--- src/rtl/multicycle_control.sv ---
// Multi-cycle LEGv8 control: FETCH/DECODE/EXEC/MEM/WB/BRANCH sequencer with memory timeout,
// sticky illegal/fault flags and a retired-instruction counter. Outputs are Moore except pc_branch.
module multicycle_control #(
    parameter int OP_WIDTH    = 11,
    parameter int CNT_WIDTH   = 16,
    parameter int MEM_TIMEOUT = 15
) (
    input  logic                 clk,
    input  logic                 reset,
    input  logic [OP_WIDTH-1:0]  op,
    input  logic                 zero,
    input  logic                 mem_ready,
    output logic                 ir_write,
    output logic                 pc_inc,
    output logic                 pc_branch,
    output logic [1:0]           ALUOp,
    output logic                 ALUSrc,
    output logic                 Branch,
    output logic                 UncondBranch,
    output logic                 MemRead,
    output logic                 MemWrite,
    output logic                 RegWrite,
    output logic                 MemtoReg,
    output logic                 illegal,
    output logic                 mem_fault,
    output logic [2:0]           state,
    output logic [CNT_WIDTH-1:0] retired
);

    typedef enum logic [2:0] {
        S_FETCH  = 3'd0,
        S_DECODE = 3'd1,
        S_EXEC   = 3'd2,
        S_MEM    = 3'd3,
        S_WB     = 3'd4,
        S_BRANCH = 3'd5,
        S_TRAP   = 3'd6
    } state_t;

    typedef enum logic [2:0] {
        C_NONE = 3'd0,
        C_R    = 3'd1,
        C_LDUR = 3'd2,
        C_STUR = 3'd3,
        C_CBZ  = 3'd4,
        C_B    = 3'd5,
        C_ILL  = 3'd6
    } class_t;

    localparam logic [7:0] L_TIMEOUT = 8'(MEM_TIMEOUT);

    state_t               r_state;
    class_t               r_class;
    logic [7:0]           r_wait;
    logic                 r_illegal;
    logic                 r_fault;
    logic [CNT_WIDTH-1:0] r_retired;

    state_t     w_next;
    class_t     w_dec_class;
    logic [10:0] w_op11;
    logic [7:0] w_wait_nxt;
    logic       w_retire;
    logic       w_set_ill;
    logic       w_set_fault;
    logic       w_wait_clr;
    logic       w_wait_inc;

    logic       w_ir_write;
    logic       w_pc_inc;
    logic       w_pc_branch;
    logic [1:0] w_aluop;
    logic       w_alusrc;
    logic       w_branch;
    logic       w_uncond;
    logic       w_memread;
    logic       w_memwrite;
    logic       w_regwrite;
    logic       w_memtoreg;

    assign w_op11     = op[OP_WIDTH-1 -: 11];
    assign w_wait_nxt = r_wait + 8'd1;

    always_comb begin
        w_dec_class = C_ILL;
        casez (w_op11)
            11'b10001011000,
            11'b11001011000,
            11'b10001010000,
            11'b10101010000: w_dec_class = C_R;
            11'b11111000010: w_dec_class = C_LDUR;
            11'b11111000000: w_dec_class = C_STUR;
            11'b10110100???: w_dec_class = C_CBZ;
            11'b000101?????: w_dec_class = C_B;
            default:         w_dec_class = C_ILL;
        endcase
    end

    always_comb begin
        w_next      = r_state;
        w_retire    = 1'b0;
        w_set_ill   = 1'b0;
        w_set_fault = 1'b0;
        w_wait_clr  = 1'b0;
        w_wait_inc  = 1'b0;
        w_ir_write  = 1'b0;
        w_pc_inc    = 1'b0;
        w_pc_branch = 1'b0;
        w_aluop     = 2'b00;
        w_alusrc    = 1'b0;
        w_branch    = 1'b0;
        w_uncond    = 1'b0;
        w_memread   = 1'b0;
        w_memwrite  = 1'b0;
        w_regwrite  = 1'b0;
        w_memtoreg  = 1'b0;
        case (r_state)
            S_FETCH: begin
                w_ir_write = 1'b1;
                w_pc_inc   = 1'b1;
                w_next     = S_DECODE;
            end
            S_DECODE: begin
                case (w_dec_class)
                    C_R, C_LDUR, C_STUR: w_next = S_EXEC;
                    C_CBZ, C_B:          w_next = S_BRANCH;
                    default: begin
                        w_next    = S_TRAP;
                        w_set_ill = 1'b1;
                    end
                endcase
            end
            S_EXEC: begin
                if (r_class == C_R) begin
                    w_aluop = 2'b10;
                    w_next  = S_WB;
                end else begin
                    w_alusrc   = 1'b1;
                    w_wait_clr = 1'b1;
                    w_next     = S_MEM;
                end
            end
            S_MEM: begin
                w_alusrc   = 1'b1;
                w_memread  = (r_class == C_LDUR);
                w_memwrite = (r_class == C_STUR);
                // A completion on the last allowed cycle beats the timeout.
                if (mem_ready) begin
                    if (r_class == C_LDUR) begin
                        w_next = S_WB;
                    end else begin
                        w_next   = S_FETCH;
                        w_retire = 1'b1;
                    end
                end else if (w_wait_nxt == L_TIMEOUT) begin
                    w_next      = S_TRAP;
                    w_set_fault = 1'b1;
                end else begin
                    w_wait_inc = 1'b1;
                end
            end
            S_WB: begin
                w_regwrite = 1'b1;
                w_memtoreg = (r_class == C_LDUR);
                w_next     = S_FETCH;
                w_retire   = 1'b1;
            end
            S_BRANCH: begin
                if (r_class == C_CBZ) begin
                    w_branch    = 1'b1;
                    w_aluop     = 2'b01;
                    w_pc_branch = zero;
                end else begin
                    w_uncond    = 1'b1;
                    w_pc_branch = 1'b1;
                end
                w_next   = S_FETCH;
                w_retire = 1'b1;
            end
            S_TRAP: begin
                w_next = S_TRAP;
            end
            default: begin
                w_next = S_FETCH;
            end
        endcase
    end

    always_ff @(posedge clk or posedge reset) begin
        if (reset) begin
            r_state   <= S_FETCH;
            r_class   <= C_NONE;
            r_wait    <= 8'd0;
            r_illegal <= 1'b0;
            r_fault   <= 1'b0;
            r_retired <= '0;
        end else begin
            r_state <= w_next;
            if (r_state == S_DECODE) begin
                r_class <= w_dec_class;
            end
            if (w_wait_clr) begin
                r_wait <= 8'd0;
            end else if (w_wait_inc) begin
                r_wait <= w_wait_nxt;
            end
            if (w_set_ill) begin
                r_illegal <= 1'b1;
            end
            if (w_set_fault) begin
                r_fault <= 1'b1;
            end
            if (w_retire) begin
                r_retired <= r_retired + 1'b1;
            end
        end
    end

    // The state register already reads FETCH during reset, so outputs are masked explicitly.
    assign ir_write     = w_ir_write  & ~reset;
    assign pc_inc       = w_pc_inc    & ~reset;
    assign pc_branch    = w_pc_branch & ~reset;
    assign ALUOp        = reset ? 2'b00 : w_aluop;
    assign ALUSrc       = w_alusrc    & ~reset;
    assign Branch       = w_branch    & ~reset;
    assign UncondBranch = w_uncond    & ~reset;
    assign MemRead      = w_memread   & ~reset;
    assign MemWrite     = w_memwrite  & ~reset;
    assign RegWrite     = w_regwrite  & ~reset;
    assign MemtoReg     = w_memtoreg  & ~reset;
    assign illegal      = r_illegal   & ~reset;
    assign mem_fault    = r_fault     & ~reset;
    assign state        = reset ? 3'd0 : r_state;
    assign retired      = reset ? '0 : r_retired;

endmodule

--- config.mk ---
export PLATFORM = sky130hd
export DESIGN_NAME = multicycle_control
export DESIGN_NICKNAME = d
export VERILOG_FILES = /design/src/rtl/multicycle_control.sv
export SDC_FILE = /design/constraint.sdc
export NUM_CORES = 1
export LEC_CHECK = 0
export CAP_MARGIN = 20
export CORE_MARGIN = 3
export CORE_UTILIZATION = 50
export CTS_BUF_LIST = sky130_fd_sc_hd__clkbuf_4
export CTS_CLUSTER_SIZE = 40
export DETAILED_ROUTE_END_ITERATION = 12
export GPL_TIMING_DRIVEN = 1
export PLACE_DENSITY_LB_ADDON = 0.15
export SETUP_SLACK_MARGIN = 0.1
export SYNTH_ARGS = -nofsm -noshare
export SYNTH_HDL_FRONTEND = slang
export SYNTH_SLANG_ARGS = --single-unit
--- constraint.sdc ---
create_clock -name clk -period 4.6 [get_ports clk]
set_input_delay 1.38 -clock clk [delete_from_list [all_inputs] [get_ports clk]]
set_output_delay 1.38 -clock clk [all_outputs]
set_load 0.02 [all_outputs]
## After elaboration in Yosys (flattened, before gate mapping)

Index checks and enable logic that the tools add are counted.

| storage, ports and cells | value |
|---|---|
| register bits | 32 |
| bits of input ports | 15 |

| operators by class | value |
|---|---|
| bitwise operators | 12 |
| reduce and logical (&&, ||, !) cells | 7 |
| mux-type cells | 40 |
| add/subtract/negate cells | 2 |
| equality and inequality tests | 25 |

Operators with widths:

| operator | number |
|---|---|
| == test 11 bit (second input constant) | 6 |
| case mux 3 bit (5 select lines) | 2 |
| two-way mux 1 bit | 24 |
| == test 3 x 2 -> 1 bit (second input constant) | 6 |
| == test 3 bit (second input constant) | 6 |
| adder 16 x 1 -> 16 bit (second input constant) | 1 |
| two-way mux 16 bit | 1 |
| two-way mux 8 bit | 2 |
| two-way mux 3 bit | 5 |
| AND 1 bit | 11 |
| == test 3 x 1 -> 1 bit (second input constant) | 3 |
| adder 8 x 1 -> 8 bit (second input constant) | 1 |
| == test 8 x 4 -> 1 bit (second input constant) | 1 |
| == test 8 bit (second input constant) | 1 |
| == test 6 x 3 -> 1 bit (second input constant) | 1 |
| case mux 3 bit (2 select lines) | 1 |
| OR reduction 5 bit | 1 |
| two-way mux 2 bit | 2 |
| case mux 1 bit (2 select lines) | 2 |
| case mux 2 bit (2 select lines) | 1 |
| OR reduction 2 bit | 2 |
| OR reduction 4 bit | 1 |
| zero test 3 bit | 1 |
| != test 3 bit (second input constant) | 1 |
| 3 further kinds | 3 |

## Logic depth before layout (Yosys ltp)

Gate-level depths: netlist of run 1.

| depth | value |
|---|---|
| depth after elaboration | 7 |
| gate-level depth with buffers | 6 |
| depth with buffers taken out | 6 |

## Least setup slack after synthesis of run 1

OpenSTA, ideal clock, no wires.

| timing path | value |
|---|---|
| kind | input-to-output |
| start | input port reset |
| end | output port MemWrite |
| arrival | 3.035 ns |
| required time | 3.220 ns |
| cell stages on the path | 3 |
| path slack | 0.185 ns |
| buffers on the path | 0 |
| cell sequence | inv_1 > nand3_1 > nor4bb_1 |

| on the way | value |
|---|---|
| cells in the longest elaborated chain, start to end | 2 |

Ends and longest elaborated chain:

| what | line | text |
|---|---|---|
| start: declaration | 9 | `input logic reset,` |
| inverter 1 bit | 228 | `assign MemWrite = w_memwrite & ~reset;` |
| AND 1 bit | 228 |  |
| end: declaration | 21 | `output logic MemWrite,` |

Every way passes these cells.

## Final worst setup path of run 1

| timing path | value |
|---|---|
| start | input port reset |
| end | output port ir_write |

| on the way | value |
|---|---|
| cells in the longest elaborated chain, start to end | 2 |

Ends and longest elaborated chain:

| what | line | text |
|---|---|---|
| inverter 1 bit | 220 | `assign ir_write = w_ir_write & ~reset;` |
| AND 1 bit | 220 |  |
| end: declaration | 13 | `output logic ir_write,` |

Every way passes these cells.

==> flow_metrics.py, run 1 <==
metrics = {
    "floorplan": {
        "die_x_um": 70.1,
        "rows": 22,
        "die_y_um": 70.1,
        "io_pins": 48,
        "start_util": 0.541,
        "core_um2": 3800,
        "die_area_um2": 4920,
    },
    "global_route": {
        "grtUsageTotal": 0.189,
        "grt_pass1_wl_mm": 7.55,
        "antenna_found_initial": 0,
        "grt_pass1_vias": 1698,
        "gr-total-overflow": 0,
        "grt_max_degree": 23,
    },
    "sta": {
        "rsz0062_at_grt": "no",
        "maxSlewHeadroom": 0.649,
        "hold_viol_final": 0,
        "finalSetupViolations": 0,
        "finalCriticalPeriod_ps": 4390,
        "tns_ps": 0,
        "worstMarginPinSlew_ps": 523,
        "skew_ps": 10.3,
        "fmaxAchievable_mhz": 228,
        "final_max_slew_viol_count": 0,
        "fin_crit_sh": 0.955,
    },
    "synth": {
        "synthTopCellsByCount": "dfrtp_1, nor2b_1, nand2_1, xnor2_1, nor2_1",
        "syn-cell-area_um2": 2060,
        "synth.avg_cell_area_um2": 9.34,
        "yosysMostFrequentCell": "dfrtp_1",
        "syn_inst": 220,
        "async_flop_share": 1.00,
        "synth_edf_count": 0,
        "synth_fp_nets": 238,
        "synth.area.top_cells": "dfrtp_1, nor2b_1, xnor2_1",
        "ys_seq_elements": 32,
        "yosysWarnings": 0,
        "synth_top_area_share": 0.390,
        "yosysSeqAreaShare": 0.390,
        "synth_top_area_cell": "dfrtp_1",
        "synth_ff_type": "dfrtp_1",
        "synth_cell_types": 48,
    },
    "clock_tree": {
        "holdBufCountCts": 0,
        "clk_pin_slew_ps": 90,
        "clock_latency_ps": 330,
        "postCtsResizedCells": 0,
        "clkSinkCount": 32,
        "cts_tree": "done",
        "numCtsBuffers": 5,
        "cts_setup_buffers": 0,
        "clockRootBuffer": "clkbuf_4",
        "htree_levels": 2,
        "clockBufferDepth": 2,
    },
    "worst_hold_path": {
        "min_path_type": "reg2reg",
    },
    "final_layout": {
        "antenna_cells": 0,
        "regArea_um2": 801,
        "area_growth_syn_to_layout_pct": 27.4,
        "fin_cells": 316,
        "utilization": 0.689,
        "drive_gt1_frac": 0.0933,
        "fill_cells": 318,
        "nNetsFinal": 286,
        "fin_area_um2": 2620,
        "multiInputGateArea_um2": 1160,
    },
    "placement": {
        "dpl.hpwl_mm": 3.19,
        "dpl_cell_area_um2": 2560,
        "place_congestion": 0.865,
        "portBuffers": 47,
        "placed_cells": 309,
    },
    "job": {
        "cap_violations": 0,
    },
    "status": {
        "outcome": "completed",
    },
    "power_and_ir_drop": {
        "leakage_nw": 1.17,
        "ir_drop_mv": 0.229,
        "powerDensity_nw_per_um2": 385,
    },
    "critical_path": {
        "rr_worst_depth": 3,
        "crit_path_end": "ir_write",
        "endpoint_kind": "primary output",
        "cp_data_arrival_time_ps": 3010,
        "reg2reg_slack_ps": 2710,
        "rr_startpoint": "r_state[0]",
        "critPathKind": "in2out",
        "cp.required_ps": 3220,
        "rr_endpoint": "r_wait[2]",
        "critPathLaunch": "reset",
        "start_kind": "input port",
        "critPathMaxFanout": 22,
    },
    "routing": {
        "drt_iter0_drc": 140,
        "post_drt_via_cell_ratio": 5.39,
        "drc_errors": 0,
        "dr.pass1.iters": 4,
        "wire_per_inst_um": 13.6,
        "drt-total-wl_mm": 4.31,
        "ant_nets": 0,
        "vias": 1704,
    },
}
where the power goes:
group	switching [W]	internal, W	total [W]
sequential	0.000105	0.000337	0.000442
combinational	0.000213	0.000198	0.000411
clock	0.0000918	0.0000621	0.000154
total	0.000410	0.000597	0.00101
worst min path at each step:
stage	to	start	cells past startpoint
after floorplan	r_illegal	r_illegal	2
after global placement	r_illegal	r_illegal	2
after detailed placement	r_illegal	r_illegal	2
after CTS	r_illegal	r_illegal	2
after global routing	r_fault	r_fault	1
final	r_fault	r_fault	1
cells in the final DEF, fill, tap and decap left out, drive strengths merged, types with 8 or more instances in the layout:
cell type       n
nor3            9
xnor2          15
nand3          15
clkdlybuf4s50  42
nand4           8
dfrtp          32
inv            10
nand2          17
nor2b          22
nor2           14
layout make-up:
type | instances | area share
clock inverter | 1 | 0.00191
timing repair buffer | 50 | 0.193
sequential | 32 | 0.306
clock buffer | 6 | 0.0172
inverter | 10 | 0.0143
multi-input combinational | 169 | 0.445
tap | 48 | 0.0229
critical path, stage by stage:
cell	delay, ps
clkdlybuf4s50_1	460
buf_4	240
nor4_1	260
clkdlybuf4s50_1	670
flip-flops by register name, indices dropped and copies added, names as in the netlist:
register	count
r_class	3
r_retired	16
r_wait	8
r_illegal	1
r_fault	1
r_state	3
cells by family after synthesis:
logic type / count (synthesis) / synth area share
AND/OR/NAND/NOR: 116 / 0.348
adder cells (fa/ha/maj): 3 / 0.0183
flip-flops: 32 / 0.390
AO/OA/AOI/OAI: 28 / 0.102
buffers and inverters: 19 / 0.0438
XOR/XNOR: 16 / 0.0682
multiplexers: 6 / 0.0298
per-stage QoR:
step                      hold WS, ps  total power [W]  setup WS (ps)
after CTS                         467          0.00102            157
after global placement            442         0.000855            181
after detailed placement          446         0.000860            160
after global routing              482          0.00109            143
after floorplan                   424         0.000737            185
final                             464          0.00101            208
per-layer routing:
metal | vias up | global-route usage | wire length (µm)
met5 | - | 0 | 0
met4 | 0 | 0.0426 | 0
met3 | 0 | 0.0633 | 191
met2 | 40 | 0.291 | 2010
met1 | 791 | 0.257 | 2110
li1 | 873 | - | -
Note: power is estimated with default switching activity, not from simulation.
==> run 2, diff against run 1 <==
--- a/config.mk
+++ b/config.mk
@@ -14,6 +14,7 @@
 export GPL_TIMING_DRIVEN = 1
 export PLACE_DENSITY_LB_ADDON = 0.15
 export SETUP_SLACK_MARGIN = 0.1
+export SLEW_MARGIN = 20
 export SYNTH_ARGS = -nofsm -noshare
 export SYNTH_HDL_FRONTEND = slang
 export SYNTH_SLANG_ARGS = --single-unit
==> results of run 2 <==
Same layout as run 1: the final DEF is identical, and so are final timing and power.
